[src/rtl/axil_arb_pkg.sv]
// Shared constants for the AXI4-Lite write arbiter: FSM state encodings,
// AXI response codes and the fixed protection value.
// Also provides resp_is_err(), which classifies a B-channel response.
package axil_arb_pkg;

  // FSM state encodings
  localparam logic [1:0] ST_IDLE  = 2'd0;
  localparam logic [1:0] ST_WRITE = 2'd1;
  localparam logic [1:0] ST_RESP  = 2'd2;
  localparam logic [1:0] ST_DONE  = 2'd3;

  // AXI response codes
  localparam logic [1:0] RESP_OKAY   = 2'b00;
  localparam logic [1:0] RESP_EXOKAY = 2'b01;
  localparam logic [1:0] RESP_SLVERR = 2'b10;
  localparam logic [1:0] RESP_DECERR = 2'b11;

  // Unprivileged, secure, data access
  localparam logic [2:0] AXIL_PROT_DEFAULT = 3'b000;

  // SLVERR and DECERR are reported to the requester as an error
  function automatic logic resp_is_err(input logic [1:0] resp);
    logic is_err;
    case (resp)
      RESP_OKAY, RESP_EXOKAY:   is_err = 1'b0;
      RESP_SLVERR, RESP_DECERR: is_err = 1'b1;
      default:                  is_err = 1'b1;
    endcase
    return is_err;
  endfunction

endpackage

[src/rtl/axil_write_arbiter_rr.sv]
// Round-robin first-set search over a request vector, starting at last+1.
// Purely combinational; the "last" pointer is owned by the caller.
// No backpressure of its own: the caller decides when a grant is taken.
module rr_arbiter #(
  parameter int NUM_REQ = 2,
  parameter int IW      = 1
) (
  input  logic [NUM_REQ-1:0] req_i,
  input  logic [IW-1:0]      last_i,
  output logic               grant_vld_o,
  output logic [IW-1:0]      grant_idx_o
);

  // Walk NUM_REQ positions starting just after last; the first hit wins
  always_comb begin
    logic [31:0] pos;
    grant_vld_o = 1'b0;
    grant_idx_o = '0;
    pos         = '0;
    for (int i = 1; i <= NUM_REQ; i++) begin
      pos = (32'(last_i) + 32'(i)) % 32'(NUM_REQ);
      if (!grant_vld_o && req_i[pos]) begin
        grant_vld_o = 1'b1;
        grant_idx_o = pos[IW-1:0];
      end
    end
  end

endmodule

[src/rtl/axil_write_arbiter.sv]
// Shares one AXI4-Lite write port between NUM_REQ requesters, round-robin.
// Latency: grant to AW/W 1 cycle, ack 3 cycles after grant with a ready slave.
// Backpressure: AW/W valids hold until handshake; optional watchdog via AXIL_ARB_TIMEOUT_EN.
module axil_write_arbiter
  import axil_arb_pkg::*;
#(
  parameter int NUM_REQ        = 2,
  parameter int ADDR_WIDTH     = 32,
  parameter int DATA_WIDTH     = 32,
  parameter int TIMEOUT_CYCLES = 255
) (
  input  logic                          aclk,
  input  logic                          arst,
  input  logic [NUM_REQ-1:0]            req,
  input  logic [NUM_REQ*ADDR_WIDTH-1:0] req_addr,
  input  logic [NUM_REQ*DATA_WIDTH-1:0] req_data,
  output logic [NUM_REQ-1:0]            ack,
  output logic [NUM_REQ-1:0]            err,
  output logic                          busy,
  output logic [$clog2(NUM_REQ)-1:0]    grant_idx,
  output logic [ADDR_WIDTH-1:0]         m_axil_awaddr,
  output logic [2:0]                    m_axil_awprot,
  output logic                          m_axil_awvalid,
  input  logic                          m_axil_awready,
  output logic [DATA_WIDTH-1:0]         m_axil_wdata,
  output logic [DATA_WIDTH/8-1:0]       m_axil_wstrb,
  output logic                          m_axil_wvalid,
  input  logic                          m_axil_wready,
  input  logic [1:0]                    m_axil_bresp,
  input  logic                          m_axil_bvalid,
  output logic                          m_axil_bready
);

  localparam int IW = $clog2(NUM_REQ);

  logic [1:0]            state_q, state_d;
  logic [IW-1:0]         last_q, last_d;
  logic [IW-1:0]         gidx_q, gidx_d;
  logic [ADDR_WIDTH-1:0] awaddr_q, awaddr_d;
  logic [DATA_WIDTH-1:0] wdata_q, wdata_d;
  logic                  awvalid_q, awvalid_d;
  logic                  wvalid_q, wvalid_d;
  logic                  err_q, err_d;

  logic                  arb_vld;
  logic [IW-1:0]         arb_idx;
  logic [ADDR_WIDTH-1:0] sel_addr;
  logic [DATA_WIDTH-1:0] sel_data;
  logic                  tmo_hit;

  rr_arbiter #(
    .NUM_REQ (NUM_REQ),
    .IW      (IW)
  ) u_rr (
    .req_i       (req),
    .last_i      (last_q),
    .grant_vld_o (arb_vld),
    .grant_idx_o (arb_idx)
  );

  // Pick the address/data slice belonging to the arbiter's candidate
  always_comb begin
    sel_addr = '0;
    sel_data = '0;
    for (int i = 0; i < NUM_REQ; i++) begin
      if (arb_idx == IW'(i)) begin
        sel_addr = req_addr[i*ADDR_WIDTH +: ADDR_WIDTH];
        sel_data = req_data[i*DATA_WIDTH +: DATA_WIDTH];
      end
    end
  end

`ifdef AXIL_ARB_TIMEOUT_EN
  localparam int TW = $clog2(TIMEOUT_CYCLES + 1);
  logic [TW-1:0] tmo_q;

  // Watchdog: zero while idle, counts every cycle spent in WRITE or RESP
  always_ff @(posedge aclk) begin
    if (arst) begin
      tmo_q <= '0;
    end else if (state_q == ST_WRITE || state_q == ST_RESP) begin
      tmo_q <= tmo_q + 1'b1;
    end else begin
      tmo_q <= '0;
    end
  end

  // The comparison is one below the limit so the abort happens after exactly
  // TIMEOUT_CYCLES cycles in WRITE/RESP
  assign tmo_hit = (tmo_q == TW'(TIMEOUT_CYCLES - 1));
`else
  logic unused_tmo;
  assign unused_tmo = ^TIMEOUT_CYCLES;
  assign tmo_hit    = 1'b0;
`endif

  // Next-state logic for the grant/transfer/response/ack sequence
  always_comb begin
    state_d   = state_q;
    last_d    = last_q;
    gidx_d    = gidx_q;
    awaddr_d  = awaddr_q;
    wdata_d   = wdata_q;
    awvalid_d = awvalid_q;
    wvalid_d  = wvalid_q;
    err_d     = err_q;
    case (state_q)
      ST_IDLE: begin
        if (arb_vld) begin
          gidx_d    = arb_idx;
          last_d    = arb_idx;
          awaddr_d  = sel_addr;
          wdata_d   = sel_data;
          awvalid_d = 1'b1;
          wvalid_d  = 1'b1;
          err_d     = 1'b0;
          state_d   = ST_WRITE;
        end
      end
      ST_WRITE: begin
        // A cleared valid means that channel already completed
        if (awvalid_q && m_axil_awready) awvalid_d = 1'b0;
        if (wvalid_q && m_axil_wready)   wvalid_d  = 1'b0;
        if ((!awvalid_q || m_axil_awready) && (!wvalid_q || m_axil_wready)) begin
          state_d = ST_RESP;
        end
      end
      ST_RESP: begin
        if (m_axil_bvalid) begin
          err_d   = resp_is_err(m_axil_bresp);
          state_d = ST_DONE;
        end
      end
      default: begin
        state_d = ST_IDLE;
      end
    endcase
    // Watchdog abort; a response arriving on the same edge still wins
    if (tmo_hit && (state_q == ST_WRITE || (state_q == ST_RESP && !m_axil_bvalid))) begin
      awvalid_d = 1'b0;
      wvalid_d  = 1'b0;
      err_d     = 1'b1;
      state_d   = ST_DONE;
    end
  end

  // State registers; last starts at NUM_REQ-1 so requester 0 wins first
  always_ff @(posedge aclk) begin
    if (arst) begin
      state_q   <= ST_IDLE;
      last_q    <= IW'(NUM_REQ - 1);
      gidx_q    <= '0;
      awaddr_q  <= '0;
      wdata_q   <= '0;
      awvalid_q <= 1'b0;
      wvalid_q  <= 1'b0;
      err_q     <= 1'b0;
    end else begin
      state_q   <= state_d;
      last_q    <= last_d;
      gidx_q    <= gidx_d;
      awaddr_q  <= awaddr_d;
      wdata_q   <= wdata_d;
      awvalid_q <= awvalid_d;
      wvalid_q  <= wvalid_d;
      err_q     <= err_d;
    end
  end

  // Ack/err pulse to the granted requester during the single DONE cycle
  always_comb begin
    ack = '0;
    err = '0;
    for (int i = 0; i < NUM_REQ; i++) begin
      if (state_q == ST_DONE && gidx_q == IW'(i)) begin
        ack[i] = 1'b1;
        err[i] = err_q;
      end
    end
  end

  assign busy           = (state_q != ST_IDLE);
  assign grant_idx      = gidx_q;
  assign m_axil_awaddr  = awaddr_q;
  assign m_axil_awprot  = AXIL_PROT_DEFAULT;
  assign m_axil_awvalid = awvalid_q;
  assign m_axil_wdata   = wdata_q;
  assign m_axil_wstrb   = '1;
  assign m_axil_wvalid  = wvalid_q;
  assign m_axil_bready  = (state_q == ST_RESP);

endmodule

[config.mk]
export PLATFORM = sky130hd
export DESIGN_NAME = axil_write_arbiter
export DESIGN_NICKNAME = d
export VERILOG_FILES = /design/src/rtl/axil_arb_pkg.sv /design/src/rtl/axil_write_arbiter_rr.sv /design/src/rtl/axil_write_arbiter.sv
export SDC_FILE = /design/constraint.sdc
export NUM_CORES = 1
export LEC_CHECK = 0
export BUFFER_PORTS_ARGS = -buffer_cell sky130_fd_sc_hd__buf_2
export CORE_MARGIN = 4
export CORE_UTILIZATION = 46
export CTS_BUF_LIST = sky130_fd_sc_hd__clkbuf_16
export DETAILED_ROUTE_END_ITERATION = 16
export PLACE_DENSITY = 0.86
export SLEW_MARGIN = 5
export SYNTH_ARGS = -nofsm -noshare
export SYNTH_HDL_FRONTEND = slang
export SYNTH_SLANG_ARGS = --single-unit
export TNS_END_PERCENT = 100
[constraint.sdc]
create_clock -name aclk -period 3.89 [get_ports aclk]
set_input_delay 0.778 -clock aclk [delete_from_list [all_inputs] [get_ports aclk]]
set_output_delay 0.778 -clock aclk [all_outputs]
set_load 0.02 [all_outputs]
### After elaboration in Yosys (flattened, before gate mapping)

Cells that the tools add are included.

* $lt $le $gt $ge: 2
* mux-type cells: 27
* reductions and logical operators: 23
* bitwise gates (word level): 1
* equality and inequality tests: 11
* add/subtract/negate cells: 2

Operators by type and width (number)
* 2-to-1 mux 32 bit: 2
* 2-to-1 mux 1 bit: 17
* AND reduction 3 bit: 4
* != test 2 bit, second input constant: 5
* == test 2 bit, second input constant: 4
* one-hot mux 1 bit (2 select lines): 4
* logical AND 1 bit: 6
* 2-to-1 mux 2 bit: 3
* one-hot mux 2 bit (3 select lines): 1
* nonzero test 2 bit: 3
* == test 2 x 1 -> 1 bit, second input constant: 2
* logical NOT 2 bit: 2
* < comparator 1 x 2 -> 1 bit, second input constant: 2
* OR reduction 2 bit: 2
* logical NOT 1 bit: 3
* adder 1 bit, second input constant: 2
* logical OR 1 bit: 2
* AND reduction 2 bit: 1
* inverter 1 bit: 1

* flip-flop bits (word level): 71
* word-level logic and storage cells: 74
* input bits: 137
* output and inout port bits: 80

### Depth between registers and ports, before layout

Gate-level depths: netlist (run 1).

* depth in word-level cells: 9
* gate-level depth with buffers: 9
* gate-level depth less buffers: 6

### Cells and area by module

Synthesis (run 1) repeated with hierarchy kept, for this count alone.

* cells, all modules: 347
* area, all modules: 3604.7 um2

Modules (own cells, without submodules)
* axil_write_arbiter: instances 1, seq. area each 1421.4 um2, cells an instance 345, area each 3590.9 um2
* rr_arbiter: instances 1, seq. area each 0.0 um2, cells an instance 2, area each 13.8 um2

### Least setup slack after synthesis (run 1)

No wires, ideal clock.

* path kind: flip-flop to output port
* start point: register state_q[1]
* end point: output err[0]
* arrival time: 1172 ps
* buffers on the path: 0
* required time: 3112 ps
* slack: 1940 ps
* stages on the path, launching flop included: 4
* cell sequence: dfxtp_1 ha_1 nor2b_1 and2_1

* longest elaborated chain between the ends: 3

Ends and longest elaborated chain
* from (decl): line axil_write_arbiter.sv:36 `logic [1:0] state_q, state_d;`
* from (signal assigned): line axil_write_arbiter.sv:159 `state_q <= state_d;`
* == test 2 bit: line axil_write_arbiter.sv:175 `if (state_q == ST_DONE && gidx_q == IW'(i)) begin`
* logical AND 1 bit: line axil_write_arbiter.sv:175
* 2-to-1 mux 1 bit: line axil_write_arbiter.sv:175
* to (decl): line axil_write_arbiter.sv:18 `output logic [NUM_REQ-1:0] err,`

No other way between the ends.

### Worst setup path in the final report (run 1)

* start point: register state_q[0]
* end point: register wdata_q[29], in the netlist m_axil_wdata[29]

* longest elaborated chain between the ends: 2

Ends and longest elaborated chain
* logical NOT 2 bit: line axil_write_arbiter.sv:107 `case (state_q)`
* AND reduction 2 bit (no line)
* to (signal assigned): line axil_write_arbiter.sv:163 `wdata_q <= wdata_d;`
* to (decl): line axil_write_arbiter.sv:40 `logic [DATA_WIDTH-1:0] wdata_q, wdata_d;`

No other way between the ends.
A chain may end at the register's enable or synchronous reset.

==> impl_metrics.yaml, run 1 <==
outcome:
  status: "completed"
sta:
  timing_hold_violations_final: 0
  clock.fmax_mhz: 401
  finalMaxSlewViolations: 0
  rsz0062_at_grt: "false"
  period_share_pct: 64.1
  worst_slew_pin_slew_ns: 0.678
  timing.setup.tns_ns: 0
  setup_skew_after_layout_ns: 0.00718
  final-setup-viol-count: 0
  slew-limit-headroom_pct: 54.7
  min_period_ns: 2.49
pwr:
  switchingPower_mw: 1.34
  static-leakage-power_nw: 2.28
  combPwrFrac_pct: 42.5
  power.share.sequential_pct: 34.2
  p_int_mw: 2.00
  ir_drop_worst_vdd_v: 0.000391
  clkPwrFrac_pct: 23.3
  power.share.switching_pct: 40.1
  power.density_mw_per_mm2: 725
layout:
  final-instance-count-excl-fill: 643
  count_of_antenna_diodes_in_the_layout: 0
  final_layout_size_suffix_gt1_share_pct: 42.2
  nets: 683
  fillcell_total: 574
  syn2layout_area_growth_pct: 37.2
synth:
  ys.warnings.count: 0
  yosys_register_bits: 71
  synth_enable_flop_cells: 0
  synthFlopType: "dfxtp_1"
  ys_top_cells_by_area: "dfxtp_1, mux2i_1, a211oi_1"
  synth-async-reset-ratio_pct: 0
  seq_area_frac_synth_pct: 42.4
  postSynthCellCount: 349
  synth_largest_type_area_fraction_pct: 42.4
  synth_cell_type_count: 27
  synth.cells.most_frequent: "dfxtp_1, nor2_1, a211oi_1, mux2i_1, buf_2"
  synth_area_mm2: 0.00336
  synth_top_cell_by_area: "dfxtp_1"
  syn_avg_cell_area_um2: 9.62
  synthMostInstantiatedCell: "dfxtp_1"
route:
  drt-pass1-iter-count: 4
  routed_wl_mm: 8.98
  remaining_routing_drc_violations: 0
  vias_per_cell: 4.94
  routedWlPerCell_um: 14.0
  drt.antenna.violating_nets: 0
  route.vias.total: 3175
  detail_route.iter0.violations: 41
place:
  place.detailed.hpwl_mm: 7.00
  finalWeightedCongestion: 0.795
  io_buffers: 208
  placed_cells_incl_taps: 627
worst_hold_path:
  hold_depth: 2
  min_path_type: "reg -> reg"
  hold_path_startpoint: "m_axil_wvalid"
cts:
  cts_buffer_count: 9
  post-cts-setup-buffer-count: 0
  cts-root-buf: "clkbuf_16"
  clkSlewWorstSetupHoldPaths_ns: 0.06
  clock_sinks: 71
  worstSkewPairLatency_ns: 0.32
  cts-resized-gates: 0
  htreeDepth: 3
  tritoncts: "yes"
  post_cts_hold_buffer_count: 0
  clock_path_buffers: 2
global_route:
  antenna_found_initial: 0
  grt_pass1_vias: 3070
  grt_max_degree: 50
  first_pass_grt_wire_length_mm: 13.7
  grt_use_total_pct: 19.6
  gr-total-overflow: 0
floorplanning:
  placeableCoreArea_mm2: 0.00694
  fp-row-count: 30
  start_util_pct: 48.3
  die_width_um: 93.4
  boundaryPins: 217
  die-area_mm2: 0.00873
  floorplan.die.height_um: 93.4
setup_path:
  regToRegStartpoint: "state_q[0]"
  worst-r2r-cell-count: 7
  critical_path_required_ns: 4.11
  setup_crit_start: "state_q[0]"
  timing_worst_setup_path_type: "reg -> reg"
  critical_path.max_fanout: 49
  type_of_element_launching_the_critical_path: "register"
  critPathCaptureType: "register"
  cp_data_arrival_time_ns: 2.72
run:
  timing.max_cap.violations: 0
==> cell usage in the layout (no fill, tap or decap) <==
cell / Yosys / final
nor2b_1: 1 / 1
conb_1: 2 / 7
buf_4: 10 / 6
a22oi_1: 1 / 1
o211ai_1: 1 / 1
a21boi_0: 1 / 1
buf_2: 13 / 208
or2_2: 1 / 1
o21ai_0: 6 / 6
dfxtp_1: 71 / 71
inv_1: 6 / 6
nor2_4: 0 / 1
mux2i_1: 64 / 64
ha_1: 4 / 4
clkinv_4: 0 / 1
clkbuf_16: 0 / 9
o311a_1: 1 / 1
bufinv_16: 0 / 1
o41ai_1: 1 / 1
a21oi_1: 4 / 4
a211oi_1: 64 / 64
clkinv_2: 0 / 2
nand2b_1: 2 / 2
a21boi_4: 0 / 1
nand2_1: 5 / 5
a22o_1: 1 / 1
nor2_1: 69 / 68
and2_1: 4 / 4
and3_1: 2 / 2
clkinvlp_4: 0 / 1
clkinv_1: 0 / 2
==> per-stage QoR <==
step | hold slack, ns | setup WS, ns | util [%] | power (mW) | area (um2)
floorplan | 0.458 | 1.94 | - | 2.16 | 3370
global placement | 0.473 | 1.43 | 62.1 | 2.53 | 4310
detailed placement | 0.480 | 1.36 | 62.1 | 2.58 | 4310
CTS | 0.489 | 1.41 | 66.3 | 3.36 | 4600
global route | 0.515 | 1.17 | 66.3 | 3.56 | 4600
finish | 0.485 | 1.40 | 66.3 | 3.34 | 4600
==> worst max-delay path, cell delays in order, from the launching register on <==
cell and delay (ns):
dfxtp_1 0.33, inv_1 0.10, ha_1 0.36, inv_1 0.14, nor2_4 0.57, buf_4 0.52, nor2_1 0.10, a211oi_1 0.27
==> kinds of logic after synthesis <==
logic type,after synthesis,synth area share (%)
other,2,0.224
buffers and inverters,43,9.06
flip-flops,71,42.4
adder cells (fa/ha/maj),4,1.49
multiplexers,64,19.1
AND/OR/NAND/NOR,84,10.1
AO/OA/AOI/OAI,81,17.6
==> layer usage <==
layer,track usage (%),up-vias,wire length (um)
met5,0,-,0
met4,5.98,0,114
met3,6.60,12,790
met2,36.2,127,4630
met1,20.8,1415,3440
li1,-,1621,-
==> worst paths after layout <==
check	endpoint	slack, ns
max	m_axil_wdata[29]	1.40
max reg2reg	m_axil_wdata[29]	1.40
min reg2reg	m_axil_wvalid	0.48
min	m_axil_wvalid	0.48
==> flip-flops by register name, indices dropped and copies added (netlist names) <==
register        count
m_axil_awaddr      32
m_axil_wdata       32
state_q             2
err_q               1
grant_idx           1
last_q              1
m_axil_awvalid      1
m_axil_wvalid       1
==> power by group through the flow <==
stage / logic [mW] / registers (mW) / clock network, mW
4_1_cts: 1.43 / 1.14 / 0.790
5_1_grt: 1.56 / 1.18 / 0.829
6_report: 1.42 / 1.14 / 0.776
3_3_place_gp: 1.39 / 1.14 / 0
2_1_floorplan: 0.683 / 1.48 / 0
3_5_place_dp: 1.43 / 1.16 / 0
==> layout make-up <==
cell class | instances | area, um2 | share of cell area (%)
Clock buffer | 9 | 225 | 4.89
Clock inverter | 7 | 63.8 | 1.39
Inverter | 6 | 22.5 | 0.489
Multi-Input combinational cell | 240 | 1660 | 36.2
Sequential cell | 71 | 1420 | 30.9
Tap cell | 96 | 120 | 2.61
Timing Repair Buffer | 214 | 1090 | 23.6
No activity file was read; power rests on OpenSTA's default activity.
==> run 2: changes to the inputs <==
- ABC_AREA: unset -> 1
- CORE_UTILIZATION: 46 -> 39
- PLACE_DENSITY: 0.86 -> 0.77
- clock period: 3.89 -> 2.2 ns (I/O delays scaled with it)
==> run 2 against run 1 <==
  * Register-to-register slack worse by 0.77 ns
  * Cell area up 4.0%
  * Total power increased by 78%
  * Largest power group unchanged
==> impl_metrics.yaml, run 2 <==
sta:
  period_share_pct: 80.8
  min_period_ns: 1.78
  timing.setup.tns_ns: 0
  clock.fmax_mhz: 563
  final-setup-viol-count: 0
  fin_ws_ns: 0.423
  finalMaxSlewViolations: 0
  timing.hold.ws_ns: 0.361
  timing_hold_violations_final: 0
  setup_skew_after_layout_ns: 0.00764
  rsz0062_at_grt: "false"
route:
  detail_route.iter0.violations: 94
  routedWlPerCell_um: 11.3
  vias_per_cell: 4.57
  routed_wl_mm: 9.79
  drt-pass1-iter-count: 4
  remaining_routing_drc_violations: 0
  route.vias.total: 3946
  drt.antenna.violating_nets: 0
global_route:
  grt_use_total_pct: 17.3
  grt_max_degree: 67
  first_pass_grt_wire_length_mm: 14.8
  grt_pass1_vias: 3565
  antenna_found_initial: 0
  gr-total-overflow: 0
layout:
  register_area_mm2: 0.00142
  nets: 895
  postLayoutCellArea_mm2: 0.00479
  most_frequent_standard_cell_in_the_layout_excluding_fill_and_tap_cells: "nand2_1"
  final_layout_size_suffix_gt1_share_pct: 30.7
  postLayoutCoreUtil_pct: 54.9
  count_of_antenna_diodes_in_the_layout: 0
  syn2layout_area_growth_pct: 36.9
  fillcell_total: 877
  area_occupied_by_multi_input_gates_mm2: 0.00179
  most-common-layout-cells: "nand2_1, buf_2, nor2_1"
run:
  timing.max_cap.violations: 0
cts:
  post_cts_hold_buffer_count: 0
  clock_path_buffers: 2
  htreeDepth: 3
  cts_buffer_count: 9
  post-cts-setup-buffer-count: 0
  clkSlewWorstSetupHoldPaths_ns: 0.05
  cts-root-buf: "clkbuf_16"
  cts-resized-gates: 0
  tritoncts: "yes"
  worstSkewPairLatency_ns: 0.31
  clock_sinks: 71
floorplanning:
  die-area_mm2: 0.0105
  placeableCoreArea_mm2: 0.00872
  start_util_pct: 40.1
  floorplan.die.height_um: 103
  die_width_um: 103
  fp-row-count: 34
  boundaryPins: 217
setup_path:
  critical_path.max_fanout: 7
  cp.buffers_inverters: 3
  critPathMaxStageDelay_ns: 0.38
  type_of_element_launching_the_critical_path: "register"
  timing.critical_path.cells: "inv_1 -> ha_1 -> inv_2 -> buf_2"
  critical_path_required_ns: 1.76
  critPathCaptureType: "output port"
  critical-path-top-delay-family: "flip-flops"
  cp_data_arrival_time_ns: 1.34
  critPathSlowestCell: "dfxtp_1"
  timing_worst_setup_path_type: "reg -> out"
  reg2reg_slack_ns: 0.63
synth:
  synth_largest_type_area_fraction_pct: 40.6
  ys.warnings.count: 0
  synth_top_cell_by_area: "dfxtp_1"
  synth.cells.most_frequent: "nand2_1, nor2_1, dfxtp_1"
  yosys_register_bits: 71
  ys_top_cells_by_area: "dfxtp_1, nand2_1, nor2_1"
  seq_area_frac_synth_pct: 40.6
  synth-async-reset-ratio_pct: 0
  postSynthCellCount: 563
  synthFlopType: "dfxtp_1"
  syn_avg_cell_area_um2: 6.21
  synth_area_mm2: 0.00350
  synthMostInstantiatedCell: "nand2_1"
  synth_enable_flop_cells: 0
  synth_cell_type_count: 19
pwr:
  static-leakage-power_nw: 2.73
  power.density_mw_per_mm2: 1240
  ir_drop_worst_vdd_v: 0.000780
place:
  pre_cts_ws_ns: 0.637
  dpl-instance-area_mm2: 0.00455
  io_buffers: 208
  place.detailed.hpwl_mm: 7.54
  finalWeightedCongestion: 0.788
worst_hold_path:
  min_path_type: "in -> reg"
outcome:
  status: "completed"
[run 2: cell type report]
cell class | count | share of cell area [%]
Clock inverter | 4 | 0.340
Clock buffer | 9 | 4.70
Tap cell | 108 | 2.82
Sequential cell | 71 | 29.7
Timing Repair Buffer | 217 | 23.7
Inverter | 17 | 1.33
Multi-Input combinational cell | 438 | 37.4
[run 2: cell families after synthesis]
| kind of cell | count (synthesis) | share of synthesized area [%] |
|---|---|---|
| AO/OA/AOI/OAI | 72 | 10.3 |
| adder cells (fa/ha/maj) | 4 | 1.43 |
| buffers and inverters | 59 | 8.87 |
| flip-flops | 71 | 40.6 |
| other | 2 | 0.215 |
| AND/OR/NAND/NOR | 355 | 38.5 |
[run 2: worst paths after layout]
path,startpoint,end,cells after the start
hold reg to reg,err_q,err_q,2
setup / recovery,state_q[0],busy,4
hold / removal,arst,m_axil_awvalid,2
setup reg to reg,state_q[1],m_axil_awaddr[2],7
[run 2: power breakdown]
group          leakage, nW  total, mW  switching, mW  internal (mW)
logic                 2.02       2.78           1.84          0.943
registers            0.589       1.97          0.217           1.75
clock network        0.120       1.18          0.456          0.728
total                 2.73       5.93           2.51           3.42
[run 2: through the flow]
stage          cells  power, mW
2_1_floorplan    568       3.96
3_3_place_gp     851       4.71
3_5_place_dp     851       4.80
4_1_cts          864       6.01
5_1_grt          864       6.41
6_report         864       5.93
[run 2: metal layers]
| layer | global-route usage [%] | share of wire [%] | vias up |
|---|---|---|---|
| met5 | 0 | 0 | - |
| met2 | 32.6 | 48 | 145 |
| met1 | 18.1 | 40 | 1696 |
| met3 | 5.14 | 9.8 | 13 |
| li1 | - | - | 2092 |
| met4 | 6.05 | 1.5 | 0 |
==> run 3: changes to the inputs <==
- ABC_AREA: 1 -> 0
- CORE_UTILIZATION: 39 -> 42
- PLACE_DENSITY: 0.77 -> 0.8
- clock period: 2.2 -> 1.85 ns (I/O delays scaled with it)
==> run 3 against run 2 <==
  * Combinational power up 10%
  * Cell area down 3.3%
  * Highest routed layer is now met5
  * Critical path depth unchanged
  * Largest power group unchanged
  * Non-clock buffer count down 2
  * Worst setup slack worse by 0.30 ns
  * Register-to-register slack worse by 0.36 ns
  * Clock skew down 0.0040 ns
  * Clock-buffer cell count unchanged
  * Largest cell class unchanged
  * Clock power up 22%
  * Global-route usage up 1.2 points
  * Critical endpoint is now err[0]
==> impl_metrics.yaml, run 3 (synthesized netlist as in run 1, its figures left out) <==
outcome:
  status: "completed"
worst_hold_path:
  min_path_type: "in -> reg"
  hold_path_startpoint: "arst"
global_route:
  first_pass_grt_wire_length_mm: 14.6
  gr-total-overflow: 0
  grt_max_degree: 69
  grt_pass1_vias: 3184
  antenna_found_initial: 1
  grt_use_total_pct: 18.5
setup_path:
  cp_data_arrival_time_ns: 1.36
  critical_path_required_ns: 1.48
  critical-path-top-delay-family: "flip-flops"
  regToRegStartpoint: "state_q[0]"
  critical_path.max_fanout: 4
  critPathCaptureType: "output port"
  type_of_element_launching_the_critical_path: "register"
  setup_crit_start: "state_q[1]"
  timing.critical_path.cells: "ha_1 -> nor2b_1 -> and2_1 -> buf_2"
  critPathMaxStageDelay_ns: 0.38
  critPathSlowestCell: "dfxtp_1"
  cp.buffers_inverters: 1
  timing_worst_setup_path_type: "reg -> out"
route:
  route.vias.total: 3171
  remaining_routing_drc_violations: 0
  routedWlPerCell_um: 13.9
  vias_per_cell: 4.89
  drt-pass1-iter-count: 4
  drt.antenna.violating_nets: 0
  detail_route.iter0.violations: 47
  routed_wl_mm: 9.00
layout:
  postLayoutCellArea_mm2: 0.00463
  final-instance-count-excl-fill: 649
  most-common-layout-cells: "buf_2, dfxtp_1, nor2_1"
  syn2layout_area_growth_pct: 37.9
  final_layout_size_suffix_gt1_share_pct: 41.7
  count_of_antenna_diodes_in_the_layout: 0
  postLayoutCoreUtil_pct: 59.6
  most_frequent_standard_cell_in_the_layout_excluding_fill_and_tap_cells: "buf_2"
  nets: 684
pwr:
  static-leakage-power_nw: 2.30
  power.density_mw_per_mm2: 1490
  ir_drop_worst_vdd_v: 0.000732
sta:
  setup_skew_after_layout_ns: 0.00368
  period_share_pct: 93.5
  final-setup-viol-count: 0
  rsz0062_at_grt: "false"
  clock.fmax_mhz: 578
  timing.setup.tns_ns: 0
  timing_hold_violations_final: 0
  min_period_ns: 1.73
  finalMaxSlewViolations: 0
floorplanning:
  placeableCoreArea_mm2: 0.00777
  fp-row-count: 32
  die_width_um: 97.4
  start_util_pct: 43.2
  floorplan.die.height_um: 97.4
  boundaryPins: 217
  die-area_mm2: 0.00948
cts:
  post-cts-setup-buffer-count: 0
  post_cts_hold_buffer_count: 0
  clock_path_buffers: 2
  clock_sinks: 71
  cts-resized-gates: 0
  worstSkewPairLatency_ns: 0.32
  htreeDepth: 3
  cts-root-buf: "clkbuf_16"
  tritoncts: "yes"
  cts_buffer_count: 9
  clkSlewWorstSetupHoldPaths_ns: 0.05
place:
  io_buffers: 208
  finalWeightedCongestion: 0.833
  place.detailed.hpwl_mm: 6.95
  dpl-instance-area_mm2: 0.00438
  placed_cells_incl_taps: 634
run:
  timing.max_cap.violations: 0
## run 3: through the flow
step | setup slack (ns) | total power [mW] | hold slack [ns]
floorplan | 0.279 | 4.55 | 0.458
global placement | 0.346 | 5.41 | 0.476
detailed placement | 0.277 | 5.53 | 0.479
CTS | 0.107 | 6.98 | 0.307
global route | 0.0166 | 7.38 | 0.309
finish | 0.121 | 6.90 | 0.309
## run 3: worst paths after layout
check / endpoint / cells past startpoint / slack [ns]
hold / removal: state_q[1] / 2 / 0.31
setup / recovery: err[0] / 4 / 0.12
hold reg to reg: err_q / 2 / 0.49
setup reg to reg: err_q / 6 / 0.27
## run 3: layout make-up
type | instances | area (um2)
sequential | 71 | 1420
inverter | 6 | 22.5
clock inverter | 6 | 23.8
clock buffer | 9 | 225
tap | 102 | 128
multi-input combinational | 240 | 1660
timing repair buffer | 215 | 1140
fill | 698 | 3140
## run 3: layer usage
layer / global-route usage (%) / vias up / share of wire (%)
met4: 5.75 / 2 / 1.3
met5: 0 / - / 0.14
met1: 20.7 / 1412 / 39
met2: 33.4 / 128 / 51
li1: - / 1616 / -
met3: 5.74 / 13 / 8.3
## run 3: power by group
| part | total [mW] | switching, mW | internal, mW |
|---|---|---|---|
| registers | 2.40 | 0.285 | 2.11 |
| logic | 3.07 | 1.93 | 1.13 |
| clock network | 1.44 | 0.569 | 0.871 |
## run 3: worst reg2reg max path, cell delays in order, from the launching register on
cell and delay, ns:
dfxtp_1 0.35, inv_1 0.09, ha_1 0.21, buf_4 0.16, a22o_1 0.26, or2_2 0.32
a21oi_1 0.12
